<file path="src/rtl/apb_completer_regs.sv">
`default_nettype none
// ============================================================================
// Module      : apb_completer_regs
// Description : APB4 completer with a bank of 32-bit registers. Register 0 is
//               a read-only ID word. Transfers take WAIT_CYCLES wait states.
//               Misaligned, out-of-range, read-only-write and protocol
//               violations are answered with pslverr.
// Revision    : 1.0 - initial release
// ============================================================================
module apb_completer_regs #(
  parameter int                    ADDR_WIDTH  = 32,
  parameter int                    DATA_WIDTH  = 32,
  parameter int                    NUM_REGS    = 16,
  parameter int                    WAIT_CYCLES = 2,
  parameter logic [DATA_WIDTH-1:0] ID_VALUE    = 32'hA9B0_0001
) (
  input  logic                    pclk,
  input  logic                    presetn,
  input  logic                    psel,
  input  logic                    penable,
  input  logic                    pwrite,
  input  logic [ADDR_WIDTH-1:0]   paddr,
  input  logic [DATA_WIDTH-1:0]   pwdata,
  input  logic [DATA_WIDTH/8-1:0] pstrb,
  output logic [DATA_WIDTH-1:0]   prdata,
  output logic                    pready,
  output logic                    pslverr
);

  localparam int IDX_W = (NUM_REGS > 1) ? $clog2(NUM_REGS) : 1;
  localparam int SW    = DATA_WIDTH / 8;

  localparam logic [1:0] c_st_idle   = 2'd0;
  localparam logic [1:0] c_st_access = 2'd1;
  localparam logic [1:0] c_st_err    = 2'd2;
  localparam logic [3:0] c_wait_load = 4'(WAIT_CYCLES);

  logic [1:0]            r_state;
  logic [1:0]            w_next_state;
  logic [3:0]            r_wcnt;
  logic                  r_err;
  logic                  r_write;
  logic [IDX_W-1:0]      r_idx;
  logic [DATA_WIDTH-1:0] r_wdata;
  logic [SW-1:0]         r_strb;
  logic [DATA_WIDTH-1:0] r_prdata;

  logic [ADDR_WIDTH-3:0] w_word;
  logic [IDX_W-1:0]      w_setup_idx;
  logic                  w_setup;
  logic                  w_access;
  logic                  w_complete;
  logic                  w_commit;
  logic                  w_setup_err;
  logic [DATA_WIDTH-1:0] w_rd_data;
  logic [DATA_WIDTH-1:0] w_rd_word [NUM_REGS];

  // Full word index is decoded so high address bits never alias onto the bank
  assign w_word      = paddr[ADDR_WIDTH-1:2];
  assign w_setup_idx = w_word[IDX_W-1:0];
  assign w_setup     = (r_state == c_st_idle) && psel && !penable;
  assign w_access    = psel && penable;
  assign w_complete  = (r_state == c_st_access) && w_access && (r_wcnt == 4'd0);
  assign w_commit    = w_complete && r_write && !r_err;
  assign w_setup_err = (paddr[1:0] != 2'b00)
                     || (w_word >= (ADDR_WIDTH-2)'(NUM_REGS))
                     || (pwrite && (w_word == '0));
  assign w_rd_data   = w_setup_err ? '0 : w_rd_word[w_setup_idx];

  // Register bank: word 0 is the constant ID, the rest are byte-writable
  for (genvar gi = 0; gi < NUM_REGS; gi++) begin : g_word
    if (gi == 0) begin : g_id
      assign w_rd_word[gi] = ID_VALUE;
    end else begin : g_rw
      logic [DATA_WIDTH-1:0] r_reg;
      // Byte-strobed update from the latched setup data on the completing edge
      always_ff @(posedge pclk or negedge presetn) begin
        if (!presetn) begin
          r_reg <= '0;
        end else if (w_commit && (r_idx == IDX_W'(gi))) begin
          for (int b = 0; b < SW; b++) begin
            if (r_strb[b]) r_reg[8*b +: 8] <= r_wdata[8*b +: 8];
          end
        end
      end
      assign w_rd_word[gi] = r_reg;
    end
  end

  // State register
  always_ff @(posedge pclk or negedge presetn) begin
    if (!presetn) r_state <= c_st_idle;
    else          r_state <= w_next_state;
  end

  // Next-state logic; early deassertion in ACCESS takes priority over completion
  always_comb begin
    w_next_state = r_state;
    case (r_state)
      c_st_idle: begin
        if (psel && penable) w_next_state = c_st_err;
        else if (psel)       w_next_state = c_st_access;
      end
      c_st_access: begin
        if (!w_access)              w_next_state = c_st_err;
        else if (r_wcnt == 4'd0)    w_next_state = c_st_idle;
      end
      c_st_err:    w_next_state = c_st_idle;
      default:     w_next_state = c_st_idle;
    endcase
  end

  // Output logic: response driven purely from registered state
  always_comb begin
    pready  = ((r_state == c_st_access) && (r_wcnt == 4'd0)) || (r_state == c_st_err);
    pslverr = pready && ((r_state == c_st_err) || r_err);
  end

  // Setup-phase capture, wait-state countdown and read-data load
  always_ff @(posedge pclk or negedge presetn) begin
    if (!presetn) begin
      r_wcnt   <= 4'd0;
      r_err    <= 1'b0;
      r_write  <= 1'b0;
      r_idx    <= '0;
      r_wdata  <= '0;
      r_strb   <= '0;
      r_prdata <= '0;
    end else if (w_setup) begin
      r_wcnt  <= c_wait_load;
      r_err   <= w_setup_err;
      r_write <= pwrite;
      r_idx   <= w_setup_idx;
      r_wdata <= pwdata;
      r_strb  <= pstrb;
      if (!pwrite) r_prdata <= w_rd_data;
    end else if ((r_state == c_st_access) && w_access && (r_wcnt != 4'd0)) begin
      r_wcnt <= r_wcnt - 4'd1;
    end
  end

  assign prdata = r_prdata;

endmodule
`default_nettype wire

</file>
<file path="config.mk">
export PLATFORM = sky130hd
export DESIGN_NAME = apb_completer_regs
export DESIGN_NICKNAME = d
export VERILOG_FILES = /design/src/rtl/apb_completer_regs.sv
export SDC_FILE = /design/constraint.sdc
export NUM_CORES = 1
export LEC_CHECK = 0
export CAP_MARGIN = 25
export CORE_AREA = 8 8 237 239
export DETAILED_ROUTE_END_ITERATION = 8
export DIE_AREA = 0 0 245 247
export PLACE_DENSITY_LB_ADDON = 0.2
export SETUP_SLACK_MARGIN = 0.02
export SLEW_MARGIN = 20
export SYNTH_ARGS = -nofsm -noshare
export SYNTH_HDL_FRONTEND = slang
export SYNTH_SLANG_ARGS = --single-unit
</file>
<file path="constraint.sdc">
create_clock -name pclk -period 2.5 [get_ports pclk]
set_input_delay 0.375 -clock pclk [delete_from_list [all_inputs] [get_ports pclk]]
set_output_delay 0.375 -clock pclk [all_outputs]
set_load 0.03 [all_outputs]
</file>
==> results of run 1 <==
==> cell type report <==
| class | instances | area [sq um] |
|---|---|---|
| inverter | 11 | 41.3 |
| timing repair buffer | 276 | 3280 |
| multi-input combinational | 1205 | 12400 |
| clock inverter | 15 | 203 |
| sequential | 560 | 14000 |
| clock buffer | 94 | 1830 |
| fill | 3862 | 19600 |
| tap | 688 | 861 |
==> placed cells by master, fill, tap and decap left out, types with 4 or more instances in the layout <==
cell / count
clkbuf_8: 18
dfrtp_1: 560
a2111oi_0: 17
nand3_1: 14
nand4_1: 4
clkinv_2: 9
nor2_4: 24
mux2_4: 292
a22oi_1: 13
buf_12: 72
clkbuf_16: 61
buf_4: 86
inv_1: 9
nor4_1: 6
a221oi_1: 42
mux2i_1: 156
mux2_2: 206
bufinv_16: 5
nor2_1: 32
nand2_1: 168
nor2b_1: 5
o21ai_0: 19
clkdlybuf4s50_1: 99
a21oi_1: 22
nor3_1: 8
nor2_8: 20
mux4_2: 22
nand2b_1: 9
mux2_1: 7
buf_6: 14
o31ai_1: 11
o211ai_1: 7
o221ai_1: 5
clkbuf_1: 15
o22ai_1: 22
a221o_1: 24
==> kinds of logic after synthesis <==
group,after synthesis,share of synthesized area
mux,683,0.301
flops,560,0.543
simple gates,322,0.0749
compound gates,194,0.0569
buf+inv,133,0.0217
xor+xnor,4,0.00136
fa+ha+maj,2,0.000969
==> cells in the mapped netlist, types with 6 or more instances <==
| library cell | instances |
|---|---|
| a21oi_1 | 22 |
| mux2_1 | 18 |
| mux4_2 | 22 |
| nor2_4 | 22 |
| mux2_2 | 479 |
| a22oi_1 | 13 |
| inv_1 | 11 |
| clkbuf_1 | 86 |
| a2111oi_0 | 17 |
| dfrtp_1 | 560 |
| nand2b_1 | 10 |
| buf_1 | 13 |
| a221o_1 | 24 |
| nand3_1 | 18 |
| nor4_1 | 6 |
| o21ai_0 | 20 |
| buf_2 | 18 |
| nor2_8 | 20 |
| o211ai_1 | 7 |
| nor2b_1 | 7 |
| o22ai_1 | 22 |
| o31ai_1 | 12 |
| mux2_4 | 8 |
| nor2_1 | 32 |
| a221oi_1 | 42 |
| nand2_1 | 168 |
| mux2i_1 | 156 |
| nor3_1 | 8 |
==> layer usage <==
layer  up-vias  GRT usage  part of all wire
met5         -          0                 0
met4         0     0.0570             0.021
met3        95     0.0393             0.051
met2       436      0.363              0.47
met1      8909      0.318              0.46
li1       7393          -                 -
==> worst max-delay path: stages (launching register included) <==
cell	delay [ns]
dfrtp_1	0.39
inv_2	0.09
ha_4	0.12
or3b_4	0.44
buf_6	0.16
o31ai_4	0.21
buf_6	0.17
==> where the power goes <==
part | switching, uW | internal (uW)
Combinational | 1110 | 760
Sequential | 903 | 9270
Clock | 3610 | 5490
Total | 5620 | 15500
==> how the worst max path moves through the flow <==
stage	cells past startpoint	slack, ns	startpoint	to
detailed placement	8	-0.18	penable	g_word[3].g_rw.r_reg[19]$_DFFE_PN0P_
finish	6	-0.07	r_wcnt[1]$_DFFE_PN0P_	pslverr
global placement	8	-0.16	penable	g_word[3].g_rw.r_reg[22]$_DFFE_PN0P_
floorplan	8	0.05	r_wcnt[0]$_DFFE_PN0P_	g_word[7].g_rw.r_reg[10]$_DFFE_PN0P_
global route	6	-0.14	r_wcnt[1]$_DFFE_PN0P_	pslverr
CTS	6	-0.08	r_wcnt[1]$_DFFE_PN0P_	pslverr
==> stage by stage <==
step | setup TNS [ns] | util
final | -3.54 | 0.625
after global routing | -11.03 | 0.625
after CTS | -5.00 | 0.597
after detailed placement | -42.60 | 0.554
after global placement | -41.84 | 0.554
after floorplan | 0 | -
==> timing repair <==
| action | in CTS | in global routing |
|---|---|---|
| setup endpoints to repair | 290 | 411 |
| hold buffers | 1 | 0 |
| pin swaps | 6 | 34 |
| gates resized for setup | 24 | 315 |
| setup buffers | 15 | 17 |
| hold endpoints to repair | 57 | 0 |
==> impl_metrics.sql, run 1 <==
INSERT INTO impl_metrics (metric_group, metric, value, unit) VALUES
('routing', 'detailedRoute.firstPassIterationCount', '5', ''),
('timing', 'finalCritPeriodShare', '1.03', ''),
('status', 'violations', 'negative setup slack', ''),
('timing', 'layout_setup_ws', '-0.0724', 'ns'),
('setup_path', 'worst_setup_path_start_kind', 'register', ''),
('routing', 'totalWireLength', '70800', 'microns'),
('flow_run', 'cap_viol_max_count', '0', ''),
('routing', 'ant_nets', '0', ''),
('logic_synthesis', 'syn_area_per_cell', '13.6', 'sq um'),
('timing', 'finClkSkew', '0.0207', 'ns'),
('routing', 'num_vias', '16833', ''),
('logic_synthesis', 'async_flop_share', '1.00', ''),
('setup_path', 'critical_path.endpoint_type', 'output pin', ''),
('setup_path', 'cp.required', '2.12', 'ns'),
('die', 'floorplan.die.width', '245', 'microns'),
('die', 'initial_core_util', '0.494', ''),
('logic_synthesis', 'synth.area.top_cells', 'dfrtp_1 54%, mux2_2 21%, mux2i_1 6.1%, nand2_1 2.4%, mux4_2 1.9%', ''),
('setup_path', 'critPathArrivalTime', '2.20', 'ns'),
('status', 'outcome', 'finished, violations left', ''),
('clock_tree', 'cts_tree', 'yes', ''),
('global_routing', 'wire_length_of_the_first_global_routing_pass', '106000', 'microns'),
('place', 'portBuffers', '106', ''),
('timing', 'timing_worst_slew_pin_value', '1.03', 'ns'),
('place', 'routability_congestion_estimate', '0.796', ''),
('global_routing', 'largest_net_degree_at_the_start_of_global_routing', '79', ''),
('logic_synthesis', 'number_of_instances_in_the_synthesized_netlist', '1898', ''),
('global_routing', 'grt_antenna_before_repair', '1', ''),
('setup_path', 'critical_path_class', 'register to output pin', ''),
('logic_synthesis', 'fraction_of_synthesized_cell_area_taken_by_the_top_area_cell_type', '0.543', ''),
('min_path', 'min_delay_path_depth', '3', ''),
('routing', 'route.detailed.vias_per_inst', '5.91', ''),
('die', 'std_cell_rows', '84', ''),
('layout', 'num_antenna_cells', '0', ''),
('layout', 'drive_gt1_frac', '0.398', ''),
('min_path', 'holdPathEnd', 'r_idx[0]$_DFFE_PN0P_', ''),
('power', 'static-leakage-power', '0.0158', 'uW'),
('setup_path', 'crit_fanout', '7', ''),
('layout', 'syn_to_final_growth', '26.5', '%'),
('logic_synthesis', 'ys_warn_count', '0', ''),
('layout', 'postLayoutCellArea', '32600', 'sq um'),
('die', 'floorplan.die.height', '247', 'microns'),
('global_routing', 'globalRouteOverflowTotal', '0', ''),
('logic_synthesis', 'yosysTopAreaCell', 'dfrtp_1', ''),
('place', 'detailedPlacementHpwl', '44200', 'microns'),
('setup_path', 'worst-r2r-setup-slack', '-0.06', 'ns'),
('logic_synthesis', 'synth.net_count', '1973', ''),
('logic_synthesis', 'count_of_flip_flops_with_a_built_in_enable_after_synthesis', '0', ''),
('global_routing', 'grt.total_usage', '0.226', ''),
('die', 'core_footprint', '52200', 'sq um'),
('clock_tree', 'clk_root_buffer_cell', 'clkbuf_16', ''),
('place', 'post-place-ws', '-0.178', 'ns'),
('die', 'die_area', '60500', 'sq um'),
('setup_path', 'timing.rr.start', 'r_wcnt[1]$_DFFE_PN0P_', ''),
('place', 'placed_area', '29000', 'sq um'),
('place', 'numPlacedInstances', '2709', ''),
('timing', 'setup_viol', '104', ''),
('timing', 'maxClockFrequency', '0.389', 'GHz'),
('timing', 'finalCriticalPeriod', '2.57', 'ns'),
('layout', 'largest_reg_flops', '480', ''),
('clock_tree', 'cts.clk_slew.worst_paths', '0.06', 'ns'),
('clock_tree', 'numClockSinks', '560', ''),
('timing', 'hold_violations', '0', ''),
('timing', 'setup_repair_after_global_routing_missed_its_margin', 'yes', ''),
('layout', 'nNetsFinal', '2187', ''),
('timing', 'timing.hold.ws', '0.142', 'ns'),
('clock_tree', 'clock_tree.buffer_depth', '3', ''),
('die', 'io_pins', '107', ''),
('setup_path', 'worstRegToRegCells', '7', ''),
('min_path', 'hp-start', 'paddr[2]', ''),
('clock_tree', 'cts_buffers', '58', ''),
('clock_tree', 'clock_insertion_delay_worst_skew', '0.62', 'ns');
Note: power is estimated with default switching activity, not from simulation.
==> run 2: changes to the inputs <==
==> constraint.sdc (replaced) <==
create_clock -name pclk -period 3.1 [get_ports pclk]
set_input_delay 0.465 -clock pclk [delete_from_list [all_inputs] [get_ports pclk]]
set_output_delay 0.465 -clock pclk [all_outputs]
set_load 0.03 [all_outputs]
==> run 2 against run 1 <==
  * The flow now finishes without violations
  * Utilization down 5.1 points
  * Setup slack better by 0.23 ns
  * Die area unchanged
  * Largest cell class unchanged
  * Cell area down 8.2%
  * Highest routed layer unchanged
  * Register-to-register slack better by 0.37 ns
==> impl_metrics.sql, run 2 (synthesis gave the netlist of run 1 again) <==
INSERT INTO impl_metrics (metric_group, metric, value, unit) VALUES
('status', 'outcome', 'finished clean', ''),
('layout', 'mostFrequentLayoutCell', 'dfrtp_1', ''),
('global_routing', 'grt_pass1_vias', '17264', ''),
('timing', 'maxSlewViolCount', '0', ''),
('setup_path', 'cp.required', '2.63', 'ns'),
('routing', 'ant_nets', '0', ''),
('layout', 'nNetsFinal', '2094', ''),
('routing', 'route.detailed.vias_per_inst', '5.92', ''),
('clock_tree', 'cts_buffers', '58', ''),
('timing', 'finClkSkew', '0.0162', 'ns'),
('clock_tree', 'cts.clk_slew.worst_paths', '0.06', 'ns'),
('layout', 'syn_to_final_growth', '16.2', '%'),
('clock_tree', 'clock_tree.htree_level_count', '2', ''),
('die', 'floorplan.die.width', '245', 'microns'),
('clock_tree', 'numClockSinks', '560', ''),
('die', 'initial_core_util', '0.494', ''),
('routing', 'detailed_route_iter0_violations', '1036', ''),
('die', 'io_pins', '107', ''),
('layout', 'num_antenna_cells', '0', ''),
('global_routing', 'globalRouteOverflowTotal', '0', ''),
('timing', 'setup_repair_after_global_routing_missed_its_margin', 'no', ''),
('timing', 'final.setup.tns', '0', 'ns'),
('timing', 'setup_viol', '0', ''),
('power', 'worst_ir_drop_vdd', '0.418', 'mV'),
('layout', 'layout.cells.most_common_list', '560 x dfrtp_1, 479 x mux2_2, 168 x nand2_1', ''),
('setup_path', 'setup.worst_path.start', 'r_wcnt[0]$_DFFE_PN0P_', ''),
('global_routing', 'grt_antenna_before_repair', '0', ''),
('clock_tree', 'clock_tree.buffer_depth', '3', ''),
('clock_tree', 'clk_root_buffer_cell', 'clkbuf_16', ''),
('flow_run', 'cap_viol_max_count', '0', ''),
('timing', 'maxSlewHeadroom', '0.511', ''),
('setup_path', 'timing.rr.start', 'r_wcnt[0]$_DFFE_PN0P_', ''),
('timing', 'hold_violations', '0', ''),
('global_routing', 'largest_net_degree_at_the_start_of_global_routing', '104', ''),
('timing', 'finalCritPeriodShare', '0.950', ''),
('die', 'floorplan.die.height', '247', 'microns'),
('timing', 'timing_worst_slew_pin_value', '0.731', 'ns'),
('routing', 'num_vias', '16263', ''),
('layout', 'largest_reg_flops', '480', ''),
('setup_path', 'critical_path.endpoint_type', 'output pin', ''),
('routing', 'totalWireLength', '67700', 'microns'),
('place', 'routability_congestion_estimate', '0.797', ''),
('setup_path', 'critical_path_class', 'register to output pin', ''),
('routing', 'drc_errors', '0', ''),
('timing', 'finalCriticalPeriod', '2.95', 'ns'),
('die', 'die_area', '60500', 'sq um'),
('place', 'post-place-ws', '0.129', 'ns'),
('timing', 'layout_setup_ws', '0.154', 'ns'),
('place', 'portBuffers', '106', ''),
('min_path', 'hp-start', 'paddr[2]', ''),
('timing', 'maxClockFrequency', '0.339', 'GHz'),
('clock_tree', 'cts_tree', 'yes', ''),
('routing', 'detailedRoute.firstPassIterationCount', '5', ''),
('global_routing', 'wire_length_of_the_first_global_routing_pass', '106000', 'microns'),
('global_routing', 'grt.total_usage', '0.227', ''),
('setup_path', 'crit_fanout', '13', ''),
('place', 'detailedPlacementHpwl', '43300', 'microns'),
('clock_tree', 'clock_insertion_delay_worst_skew', '0.61', 'ns'),
('min_path', 'worstHoldPathType', 'input pin to register', ''),
('setup_path', 'critPathArrivalTime', '2.48', 'ns'),
('die', 'std_cell_rows', '84', ''),
('power', 'static-leakage-power', '0.0148', 'uW'),
('setup_path', 'worst_setup_path_start_kind', 'register', ''),
('die', 'core_footprint', '52200', 'sq um'),
('layout', 'drive_gt1_frac', '0.357', ''),
('routing', 'drt-wirelength-per-cell', '24.6', 'microns'),
('power', 'power_per_cell_area', '543', 'nW/um^2');
run 2: changes by cell type in the layout (fill, tap and decap cells not counted), moves of 3 or more:
cell       change
mux2_2       +273
nand3_2        -3
buf_4         -33
bufinv_16      -4
buf_6         -13
clkinv_2       -4
mux2_4       -284
buf_12        -50
mux2_1        +11
nand3_1        +4
run 2: report_power, final:
part	switching [uW]	internal [uW]	leakage, uW	total (uW)
Sequential	690	7480	0.00775	8170
Combinational	796	411	0.00611	1210
Clock	2840	4080	0.000934	6910
run 2: timing repair:
action / 4_1_cts / 5_1_grt
setup endpoints to repair: 2 / 0
hold endpoints to repair: 52 / 0
resized for setup: 2 / 0
buffers inserted: 0 / 0
hold buffers: 1 / 0
run 2: cell type report:
| class | instances | area, sq um |
|---|---|---|
| Multi-Input combinational cell | 1205 | 11300 |
| Timing Repair Buffer | 183 | 1910 |
| Clock inverter | 7 | 62.6 |
| Clock buffer | 95 | 1830 |
| Inverter | 11 | 41.3 |
| Sequential cell | 560 | 14000 |
| Tap cell | 688 | 861 |
| Fill cell | 4176 | 22300 |
run 2: final timing paths:
check                                                             end  slack, ns  depth (start not counted)
worst max-delay path                                          pslverr       0.15                          5
worst min-delay path                             r_idx[0]$_DFFE_PN0P_       0.32                          3
worst max register to register   g_word[9].g_rw.r_reg[16]$_DFFE_PN0P_       0.31                          7
worst min register to register  g_word[13].g_rw.r_reg[28]$_DFFE_PN0P_       0.48                          1
max in group asynchronous       g_word[15].g_rw.r_reg[12]$_DFFE_PN0P_       1.70                          3
min in group asynchronous        g_word[2].g_rw.r_reg[24]$_DFFE_PN0P_       0.42                          2
run 2: worst max-delay path: stages (launching register included):
cell,delay (ns)
dfrtp_1,0.37
inv_1,0.12
ha_1,0.16
or3b_4,0.48
o31ai_1,0.30
dlygate4sd2_1,0.45
run 2: stage by stage:
step	hold slack, ns	total power, uW	area (sq um)	std cells	utilization
3_3_place_gp	0.462	9450	28100	2644	0.537
5_1_grt	0.337	16900	30000	2749	0.574
2_1_floorplan	0.169	8750	25800	1898	-
6_report	0.323	16300	30000	2749	0.574
3_5_place_dp	0.474	9500	28100	2645	0.537
4_1_cts	0.288	16400	30000	2748	0.574
run 2: metal layers:
metal / up-vias / GRT usage / part of all wire / wire length (microns)
met4: 0 / 0.0708 / 0.027 / 1850
met5: - / 0 / 0 / 0
met3: 114 / 0.0460 / 0.057 / 3850
met1: 8531 / 0.318 / 0.46 / 31000
met2: 401 / 0.353 / 0.46 / 31000
li1: 7217 / - / - / -
